==> src/rtl/serial_add_sequencer.sv <==
//------------------------------------------------------------------------------
// serial_add_sequencer : word-level valid/ready wrapper around a bit-serial adder
// Rev 1.0
//------------------------------------------------------------------------------
`default_nettype none

module serial_add_sequencer #(
   parameter int WIDTH = 8,
   parameter int CNT_W = $clog2(WIDTH)
) (
   input  logic             clk,
   input  logic             reset,
   input  logic             in_valid,
   output logic             in_ready,
   input  logic [WIDTH-1:0] op_a,
   input  logic [WIDTH-1:0] op_b,
   input  logic             carry_in,
   output logic             ser_a,
   output logic             ser_b,
   output logic             ser_cin,
   input  logic             ser_sum,
   input  logic             ser_cout,
   output logic             out_valid,
   input  logic             out_ready,
   output logic [WIDTH-1:0] sum,
   output logic             carry_out
);

   typedef enum logic [1:0] {
      S_IDLE  = 2'd0,
      S_SHIFT = 2'd1,
      S_DRAIN = 2'd2,
      S_DONE  = 2'd3
   } state_t;

   state_t           r_state;
   state_t           w_next;
   logic [WIDTH-1:0] r_a_sr;
   logic [WIDTH-1:0] r_b_sr;
   logic [WIDTH-1:0] r_sum;
   logic [CNT_W-1:0] r_cnt;
   logic             r_cin;
   logic             r_cout;
   logic             r_in_ready;
   logic             r_out_valid;
   logic             w_accept;
   logic             w_shift;
   logic             w_drain;
   logic             w_release;
   logic             w_last;
   logic             w_first;

   assign w_last  = (r_cnt == CNT_W'(WIDTH - 1));
   assign w_first = (r_cnt == '0);

   always_ff @(posedge clk or posedge reset) begin
      if (reset) begin
         r_state <= S_IDLE;
      end else begin
         r_state <= w_next;
      end
   end

   always_comb begin
      w_next    = r_state;
      w_accept  = 1'b0;
      w_shift   = 1'b0;
      w_drain   = 1'b0;
      w_release = 1'b0;
      ser_a     = 1'b0;
      ser_b     = 1'b0;
      ser_cin   = 1'b0;
      case (r_state)
         S_IDLE: begin
            if (in_valid && r_in_ready) begin
               w_accept = 1'b1;
               w_next   = S_SHIFT;
            end
         end
         S_SHIFT: begin
            w_shift = 1'b1;
            ser_a   = r_a_sr[0];
            ser_b   = r_b_sr[0];
            // Bit 0 takes the latched carry; later bits chain the adder's registered carry.
            ser_cin = w_first ? r_cin : ser_cout;
            if (w_last) begin
               w_next = S_DRAIN;
            end
         end
         S_DRAIN: begin
            w_drain = 1'b1;
            w_next  = S_DONE;
         end
         S_DONE: begin
            if (out_ready) begin
               w_release = 1'b1;
               w_next    = S_IDLE;
            end
         end
         default: begin
            w_next = S_IDLE;
         end
      endcase
   end

   always_ff @(posedge clk or posedge reset) begin
      if (reset) begin
         r_a_sr      <= '0;
         r_b_sr      <= '0;
         r_sum       <= '0;
         r_cnt       <= '0;
         r_cin       <= 1'b0;
         r_cout      <= 1'b0;
         r_in_ready  <= 1'b1;
         r_out_valid <= 1'b0;
      end else begin
         if (w_accept) begin
            r_a_sr     <= op_a;
            r_b_sr     <= op_b;
            r_cin      <= carry_in;
            r_cnt      <= '0;
            r_sum      <= '0;
            r_cout     <= 1'b0;
            r_in_ready <= 1'b0;
         end
         if (w_shift) begin
            r_a_sr <= {1'b0, r_a_sr[WIDTH-1:1]};
            r_b_sr <= {1'b0, r_b_sr[WIDTH-1:1]};
            r_cnt  <= r_cnt + CNT_W'(1);
            // Sum bits arrive one cycle late; shifting in from the MSB lands bit 0 at the LSB after WIDTH captures.
            if (!w_first) begin
               r_sum <= {ser_sum, r_sum[WIDTH-1:1]};
            end
         end
         if (w_drain) begin
            r_sum       <= {ser_sum, r_sum[WIDTH-1:1]};
            r_cout      <= ser_cout;
            r_out_valid <= 1'b1;
         end
         if (w_release) begin
            r_out_valid <= 1'b0;
            r_in_ready  <= 1'b1;
         end
      end
   end

   assign in_ready  = r_in_ready;
   assign out_valid = r_out_valid;
   assign sum       = r_sum;
   assign carry_out = r_cout;

endmodule

`default_nettype wire
==> config.mk <==
export PLATFORM = sky130hd
export DESIGN_NAME = serial_add_sequencer
export DESIGN_NICKNAME = d
export VERILOG_FILES = /design/src/rtl/serial_add_sequencer.sv
export SDC_FILE = /design/constraint.sdc
export NUM_CORES = 1
export LEC_CHECK = 0
export ABC_CLOCK_PERIOD_IN_PS = 1850
export BUFFER_PORTS_ARGS = -buffer_cell sky130_fd_sc_hd__buf_2
export CORE_MARGIN = 1.5
export CORE_UTILIZATION = 53
export CTS_CLUSTER_SIZE = 25
export DETAILED_ROUTE_END_ITERATION = 10
export GPL_ROUTABILITY_DRIVEN = 1
export GPL_TIMING_DRIVEN = 1
export PLACE_DENSITY = 0.79
export SYNTH_ARGS = -nofsm -noshare
export SYNTH_HDL_FRONTEND = slang
export SYNTH_SLANG_ARGS = --single-unit
==> constraint.sdc <==
create_clock -name clk -period 1.85 [get_ports clk]
set_input_delay 0.2775 -clock clk [delete_from_list [all_inputs] [get_ports clk]]
set_output_delay 0.2775 -clock clk [all_outputs]
set_load 0.01 [all_outputs]
Yosys cells after proc, flatten, opt, wreduce, memory -nomap -nowiden:

Cells that the tools add are included.

* register bits: 33
* latch bits: 0
* RAM bits: 0
* memory bits (read-only): 0
* output and inout bits: 14
* word-level logic and storage cells: 54
* memories: 0

* add/subtract/negate cells: 1
* $mul: 0
* divide/modulo/power cells: 0
* order comparisons: 0
* eq/ne operators: 7
* shift-type cells: 0
* mux-type cells: 29
* bitwise logic cells: 0
* reduce and logical (&&, ||, !) cells: 8

Operators by type and width (count)
* 2-to-1 mux 8 bit: 8
* 2-to-1 mux 1 bit: 15
* case mux 2 bit (4 select lines): 1
* nonzero test 2 bit: 4
* 2-to-1 mux 2 bit: 3
* 2-to-1 mux 3 bit: 2
* inequality test 2 bit (second input constant): 3
* == test 2 bit (second input constant): 2
* adder 3 x 1 -> 3 bit (second input constant): 1
* == test 3 bit (second input constant): 1
* logical NOT 3 bit: 1
* AND reduction 3 bit: 1
* == test 2 x 1 -> 1 bit (second input constant): 1
* logical NOT 2 bit: 1
* logical AND 1 bit: 1

Logic depth before layout (Yosys ltp):

Gate-level depths: netlist of run 1.

* word-level depth: 7
* gate-level depth with buffers: 7
* gate-level depth less buffers: 5

Least setup slack after synthesis of run 1:

Ideal clock, no wire load.

* path type: register to output
* start point: reg r_state[1]
* end point: out ser_cin
* data arrival time: 1.359 ns
* data required time: 1.572 ns
* slack: 0.213 ns
* stages on the path, launching flop included: 6
* path buffers: 2
* path through: dfrtp_1 -> inv_1 -> ha_1 -> buf_2 -> clkbuf_1 -> nor2b_1

* longest elaborated chain between the ends: 2

Ends and longest elaborated chain
* start, declared: RTL line 36 `state_t r_state;`
* start signal, assigned: RTL line 60 `r_state <= w_next;`
* == test 2 x 1 -> 1 bit: RTL line 73 `case (r_state)`
* 2-to-1 mux 1 bit: RTL line 73
* end, declared: RTL line 20 `output logic ser_cin,`

Every way passes these cells.

Worst setup path after layout of run 1:

* start point: reg r_state[0]
* end point: reg r_state[1]

* longest elaborated chain between the ends: 3
* elaborated cells on any way between the ends: 9
* those cells by class: 6 x eq/ne; 1 x mux; 2 x reduce/logical

Ends and longest elaborated chain (RTL line)
* == test 2 x 1 -> 1 bit (tied with other cells): 73
* inequality test 2 bit (no line)
* AND reduction 3 bit (no line)

Parallel ways exist; a longest one is shown, timed or not.
A chain may end at the register's enable or synchronous reset.

==> impl_metrics.py, run 1 <==
metrics = {
    "status": {
        "run_status": "complete, but fails checks",
        "violations": "design-rule violations",
    },
    "clock_network": {
        "root_buf_cell": "clkbuf_4",
        "tritoncts": "built",
        "clock_sink_count": 33,
        "path_clk_slew_ns": 0.12,
        "clk-insertion-delay-late_ns": 0.33,
        "numCtsBuffers": 5,
        "cts-root-to-sink-buffers": 2,
        "number_of_h_tree_levels": 2,
    },
    "setup_path": {
        "worst-endpoint-required_ns": 2.06,
        "delay_of_the_slowest_critical_path_stage_ns": 0.44,
        "cp-end-kind": "flop",
        "crit_path_start_kind": "flop",
        "critical_path.n_buffers_inverters": 2,
        "crit_cells": 5,
        "cpLargestDelayFamily": "flip-flops",
        "slowest_cp_cell": "dfrtp_1",
        "cp.arrival_ns": 1.97,
        "setup.worst_path.class": "reg -> reg",
        "ff2ff_path_depth": 5,
        "critical_path_peak_fanout": 4,
        "crit_chain": "inv_1 > ha_1 > a222oi_1 > buf_4 > mux2_1",
    },
    "routing": {
        "drt_first_pass_iters": 7,
        "wl_met2_um": 1590,
        "routed-wl-met3_um": 127,
        "mean_routed_wirelength_per_cell_um": 13.1,
        "postRouteAntennaNets": 0,
        "vias": 1277,
        "via_per_inst": 5.28,
        "remaining_drc_errors": 4,
        "route.final.wire_length_um": 3160,
        "detail_route.wirelength.met1_um": 1420,
        "dr.max_layer_used": "met4",
        "drtIter0Drc": 48,
    },
    "layout": {
        "finalInstanceArea_um2": 1980,
        "num-fill-cells": 234,
        "nNetsFinal": 241,
        "post-route-util": 0.699,
        "post_route_cells_drive_above_1_share": 0.299,
        "final_cell_count_no_fill": 242,
        "insertedDiodeCount": 0,
        "layout_area_overhead_pct": 22.8,
    },
    "die": {
        "core-area_um2": 2830,
        "std_cell_rows": 19,
        "die_width_um": 58.1,
        "floorplan.initialDensity": 0.569,
        "floorplan.die_area_um2": 3380,
        "io_pins": 37,
        "die-height_um": 58.1,
    },
    "sta": {
        "clock-skew-final_ns": 0.0181,
        "setup_viol": 0,
        "min_period_ns": 1.76,
        "max_freq_mhz": 568,
        "layout_worst_path_cycle_share": 0.951,
        "timing.final.max_slew_violations": 0,
        "worst-slew-pin-transition_ns": 0.410,
        "final_critical_path_setup_slack_ns": 0.0902,
        "timing.slew.headroom": 0.727,
        "final_hold_viol_count": 0,
    },
    "yosys": {
        "yosys.area.top_type": "dfrtp_1",
        "yosys.cell_types.count": 22,
        "netlist.area_leader.share": 0.497,
        "synthesis.area_um2": 1610,
        "postSynthNetCount": 199,
        "asyncSetResetFlopFracSynth": 1.00,
        "ys_dominant_reg_cell": "dfrtp_1",
        "synth_edf_count": 0,
        "yosysWarningCount": 0,
        "synth.ff_latch_count": 33,
        "synth_most_common_cell": "dfrtp_1",
        "synthesis.instances": 168,
        "yosysSeqAreaShare": 0.514,
        "syn-mean-instance-area_um2": 9.59,
        "synth_top_cells_by_count": "dfrtp_1 (32), a21oi_1 (31), nand2_1 (31), nor2b_1 (15), inv_1 (11)",
        "synth.area.top_cells": "dfrtp_1 (50%), a21oi_1 (9.6%), nand2_1 (7.2%)",
    },
    "power_and_ir_drop": {
        "share_of_total_power_consumed_by_net_switching": 0.363,
        "net-switching-power_w": 0.00133,
        "share_seq_of_total_power": 0.356,
        "power_per_cell_area_nw_per_um2": 1850,
        "power.share.clock": 0.182,
        "max-vdd-ir-drop_mv": 0.901,
        "comb_power_share": 0.462,
        "leakage_nw": 1.02,
        "cell_internal_pwr_w": 0.00233,
    },
    "grt": {
        "grt_max_degree": 34,
        "grtUsageTotal": 0.207,
        "grt_antenna_before_repair": 0,
        "grt_pass1_vias": 1216,
        "grt.overflow.total": 0,
        "grt_pass1_wl_um": 5280,
    },
    "place": {
        "detailed_place_hpwl_um": 2200,
        "io_buffer_count": 36,
        "place_ws_ns": 0.195,
        "gp_congestion": 0.722,
        "dp_cells": 232,
        "post_dp_cell_area_um2": 1840,
    },
    "run": {
        "max_cap_violations": 0,
    },
    "min_path": {
        "worst_hold_check_path_type": "in -> async",
    },
}
==> state kept, by name, indices dropped and copies added (netlist names), 2 cells and up <==
register and cells:
r_b_sr 8, r_state 2, r_a_sr 8, sum 8, r_cnt 3
==> layout by cell type, fill, tap and decap left out, types with 2 or more instances in the layout <==
master,n
buf_2,36
dfrtp_1,32
nand2_1,31
a21oi_1,31
nor2b_1,15
inv_1,10
nor2_1,7
ha_1,7
buf_4,7
mux2i_1,6
mux2_2,5
clkbuf_4,5
o21ai_0,2
and2_1,2
bufinv_16,2
==> tightest hold or removal path, cell delays in order <==
cell	delay, ns
buf_2	0.09
inv_1	0.04
buf_4	0.36
==> per-layer routing <==
layer | global-route usage | vias to the layer above
met5 | 0 | -
met4 | 0.0498 | 0
met3 | 0.0603 | 2
met2 | 0.351 | 30
met1 | 0.262 | 613
li1 | - | 632
==> path summary, 6_finish.rpt <==
path                                        start                      to  slack [ns]
max                        r_state[0]$_DFFE_PP0P_  r_state[1]$_DFFE_PP0P_        0.09
min                                         reset        sum[1]$_DFF_PP0_       0.007
max reg2reg                r_state[0]$_DFFE_PP0P_  r_state[1]$_DFFE_PP0P_        0.09
min reg2reg                     r_cin$_DFFE_PP0P_       r_cin$_DFFE_PP0P_        0.51
max in group asynchronous                   reset    in_ready$_DFFE_PP1P_        1.51
min in group clk                        out_ready   out_valid$_DFFE_PP0P_        0.15
==> what timing repair did <==
item                       4_1_cts  5_1_grt
gates resized for setup          4        2
hold buffers                     0        0
pin swaps                        0        1
hold endpoints to repair         0        0
setup endpoints to repair        3        5
setup buffers                    0        2
==> through the flow <==
stage	TNS (ns)	hold slack, ns	total power [W]
CTS	0	0.0154	0.00363
floorplan	0	0.366	0.00246
global route	-0.0000620	0.0262	0.00396
finish	0	0.00729	0.00366
detailed placement	0	0.386	0.00291
global placement	0	0.378	0.00280
==> layout make-up <==
type                    instances  area [um2]  share of cell area
repair buffers                 44         248               0.125
clock buffers                   5        37.5              0.0190
flip-flops and latches         33         827               0.418
clock inverters                 3        65.1              0.0329
multi-input cells             115         719               0.364
well taps                      31        38.8              0.0196
inverters                      11        41.3              0.0209
==> power by group through the flow <==
| stage | sequential, W | clock (W) | combinational [W] |
|---|---|---|---|
| 3_3_place_gp | 0.00129 | 0 | 0.00151 |
| 3_5_place_dp | 0.00131 | 0 | 0.00160 |
| 5_1_grt | 0.00134 | 0.000709 | 0.00190 |
| 2_1_floorplan | 0.00132 | 0 | 0.00114 |
| 4_1_cts | 0.00131 | 0.000677 | 0.00164 |
| 6_report | 0.00130 | 0.000666 | 0.00169 |
==> kinds of logic (layout without fill, tap and decap cells) <==
group,count (synthesis),count (layout),synth area share
compound gates,37,37,0.124
buf+inv,20,63,0.0497
fa+ha+maj,8,8,0.0622
mux,12,12,0.0793
simple gates,58,58,0.171
flops,33,33,0.514
Power figures use the tool's default switching activity.
==> inputs of run 2 (changes only) <==
==> config.mk (replaced) <==
export PLATFORM = sky130hd
export DESIGN_NAME = serial_add_sequencer
export DESIGN_NICKNAME = d
export VERILOG_FILES = /design/src/rtl/serial_add_sequencer.sv
export SDC_FILE = /design/constraint.sdc
export NUM_CORES = 1
export LEC_CHECK = 0
export ABC_CLOCK_PERIOD_IN_PS = 2150
export BUFFER_PORTS_ARGS = -buffer_cell sky130_fd_sc_hd__buf_2
export CORE_MARGIN = 1.5
export CORE_UTILIZATION = 57
export CTS_CLUSTER_SIZE = 25
export DETAILED_ROUTE_END_ITERATION = 10
export GPL_ROUTABILITY_DRIVEN = 1
export GPL_TIMING_DRIVEN = 1
export PLACE_DENSITY = 0.84
export SYNTH_ARGS = -nofsm -noshare
export SYNTH_HDL_FRONTEND = slang
export SYNTH_SLANG_ARGS = --single-unit
==> constraint.sdc (replaced) <==
create_clock -name clk -period 2.15 [get_ports clk]
set_input_delay 0.3225 -clock clk [delete_from_list [all_inputs] [get_ports clk]]
set_output_delay 0.3225 -clock clk [all_outputs]
set_load 0.01 [all_outputs]
==> run 2 against run 1 <==
Effect of this change: the flow now finishes without violations; utilization is 0.67 points lower; sequential power down 14%; die area down 6.7%; global-route usage grew 0.83 points; clock power decreased by 48%; first-iteration DRC count is 54% lower; critical endpoint is now ser_a; worst hold slack better by 0.049 ns; register-to-register slack improved by 0.35 ns; clock-buffer cell count increased by 2.
==> impl_metrics.py, run 2 (same netlist as run 1, synthesis figures left out) <==
metrics = {
    "sta": {
        "setup_viol": 0,
        "worst-slew-pin-transition_ns": 0.523,
        "rsz0062_at_grt": "false",
        "timing.final.max_slew_violations": 0,
        "final_hold_viol_count": 0,
        "tns_ns": 0,
        "timing.slew.headroom": 0.651,
        "layout_worst_path_cycle_share": 0.926,
        "clock-skew-final_ns": 0.00636,
        "max_freq_mhz": 502,
        "min_period_ns": 1.99,
    },
    "routing": {
        "drtIter0Drc": 22,
        "wl_met2_um": 1550,
        "route.final.wire_length_um": 3060,
        "drt_first_pass_iters": 4,
        "routed-wl-met3_um": 183,
        "mean_routed_wirelength_per_cell_um": 12.9,
        "via_per_inst": 5.32,
        "postRouteAntennaNets": 0,
        "detail_route.wirelength.met1_um": 1300,
        "dr.max_layer_used": "met4",
        "vias": 1262,
        "remaining_drc_errors": 0,
    },
    "setup_path": {
        "ff2ff_path_depth": 4,
        "critical_path.endpoint": "ser_a",
        "ff2ff_setup_slack_ns": 0.44,
        "worst_r2r_endpoint": "sum[1]$_DFF_PP0_",
        "crit_chain": "inv_1 > ha_1 > buf_4 > and2_1 > buf_2",
        "critical_path_peak_fanout": 25,
        "delay_of_the_slowest_critical_path_stage_ns": 0.42,
        "rr_startpoint": "r_state[1]$_DFFE_PP0P_",
        "cp-end-kind": "output port",
        "worst-endpoint-required_ns": 1.83,
        "crit_path_start_kind": "flop",
        "slowest_cp_cell": "dfrtp_1",
        "cp.arrival_ns": 1.67,
        "setup.worst_path.class": "reg -> out",
        "timing.critical_path.from": "r_state[1]$_DFFE_PP0P_",
    },
    "grt": {
        "grt_antenna_before_repair": 0,
        "grt.overflow.total": 0,
        "grt_pass1_wl_um": 5250,
        "grt_max_degree": 34,
        "grt_pass1_vias": 1223,
        "grtUsageTotal": 0.215,
    },
    "die": {
        "std_cell_rows": 19,
        "die-height_um": 56.2,
        "io_pins": 37,
        "floorplan.initialDensity": 0.594,
        "floorplan.die_area_um2": 3150,
        "die_width_um": 56.2,
        "core-area_um2": 2710,
    },
    "clock_network": {
        "clk-insertion-delay-late_ns": 0.34,
        "clock_sink_count": 33,
        "post_cts_hold_buffer_count": 0,
        "tritoncts": "built",
        "postCtsSetupRepairBufs": 0,
        "numCtsBuffers": 5,
        "post_cts_resized": 0,
        "cts-root-to-sink-buffers": 2,
        "path_clk_slew_ns": 0.09,
        "number_of_h_tree_levels": 2,
        "root_buf_cell": "clkbuf_4",
    },
    "place": {
        "io_buffer_count": 36,
        "dp_cells": 230,
        "detailed_place_hpwl_um": 2190,
        "gp_congestion": 0.826,
    },
    "min_path": {
        "worst_hold_check_path_type": "in -> async",
    },
    "layout": {
        "insertedDiodeCount": 0,
        "mostFrequentLayoutCell": "buf_2",
        "final_cell_count_no_fill": 237,
        "nNetsFinal": 237,
        "layout.cells.most_common_list": "buf_2 (36), dfrtp_1 (32), nand2_1 (31), a21oi_1 (31), nor2b_1 (15)",
        "num-fill-cells": 235,
        "layout_area_overhead_pct": 16.5,
        "post_route_cells_drive_above_1_share": 0.267,
    },
    "power_and_ir_drop": {
        "max-vdd-ir-drop_mv": 1.05,
        "leakage_nw": 0.981,
        "power_per_cell_area_nw_per_um2": 1490,
    },
    "status": {
        "run_status": "finished, final reports clean",
    },
    "run": {
        "max_cap_violations": 0,
    },
}
==> run 2: cell types whose count changed in the layout (fill, tap and decap cells not counted) <==
cell	before	now
clkinv_2	1	0
inv_2	1	0
ha_1	7	8
clkbuf_1	0	1
ha_4	1	0
buf_8	1	0
buf_4	7	4
and3_2	0	1
bufinv_16	2	0
inv_1	10	11
and3_4	1	0
clkbuf_8	0	1
==> run 2: cell type report <==
| cell class | instances | area [um2] | area share |
|---|---|---|---|
| multi-input combinational | 115 | 703 | 0.375 |
| inverter | 11 | 41.3 | 0.0220 |
| tap | 31 | 38.8 | 0.0207 |
| clock buffer | 7 | 55.1 | 0.0294 |
| sequential | 33 | 827 | 0.441 |
| timing repair buffer | 40 | 210 | 0.112 |
==> run 2: worst min path at each step <==
stage | start | to | slack (ns) | depth (start not counted)
after floorplan | out_ready | out_valid$_DFFE_PP0P_ | 0.41 | 1
after global placement | reset | sum[0]$_DFF_PP0_ | 0.43 | 3
after detailed placement | reset | sum[1]$_DFF_PP0_ | 0.43 | 3
after CTS | reset | sum[6]$_DFF_PP0_ | 0.06 | 3
after global routing | reset | r_a_sr[7]$_DFFE_PP0P_ | 0.09 | 3
final | reset | sum[6]$_DFF_PP0_ | 0.06 | 3
==> run 2: critical path: cells and delay by family, from the launching register on <==
| family | cells | cell delay, ns |
|---|---|---|
| adders and majority gates | 1 | 0.27 |
| buffers and inverters | 3 | 0.51 |
| DFF | 1 | 0.42 |
| and+or+nand+nor | 1 | 0.15 |
==> run 2: through the flow <==
step           instance area (um2)  utilization  total power (W)  worst slack [ns]  hold slack, ns
6_report                      1880        0.692          0.00280             0.159          0.0564
5_1_grt                       1880        0.692          0.00306            0.0415          0.0877
4_1_cts                       1880        0.692          0.00283             0.148          0.0620
3_5_place_dp                  1820        0.672          0.00248             0.444           0.425
3_3_place_gp                  1820        0.672          0.00238             0.542           0.426
2_1_floorplan                 1610            -          0.00211             0.468           0.411
==> run 2: metal layers <==
| layer | track usage | vias up |
|---|---|---|
| met5 | 0 | - |
| met4 | 0.0816 | 0 |
| met3 | 0.0791 | 5 |
| met2 | 0.358 | 43 |
| met1 | 0.254 | 591 |
| li1 | - | 623 |
==> run 2: power breakdown <==
| group | total [W] | internal, W | switching, W |
|---|---|---|---|
| Combinational | 0.00134 | 0.000622 | 0.000713 |
| Sequential | 0.00112 | 0.000941 | 0.000182 |
| Clock | 0.000346 | 0.000154 | 0.000191 |
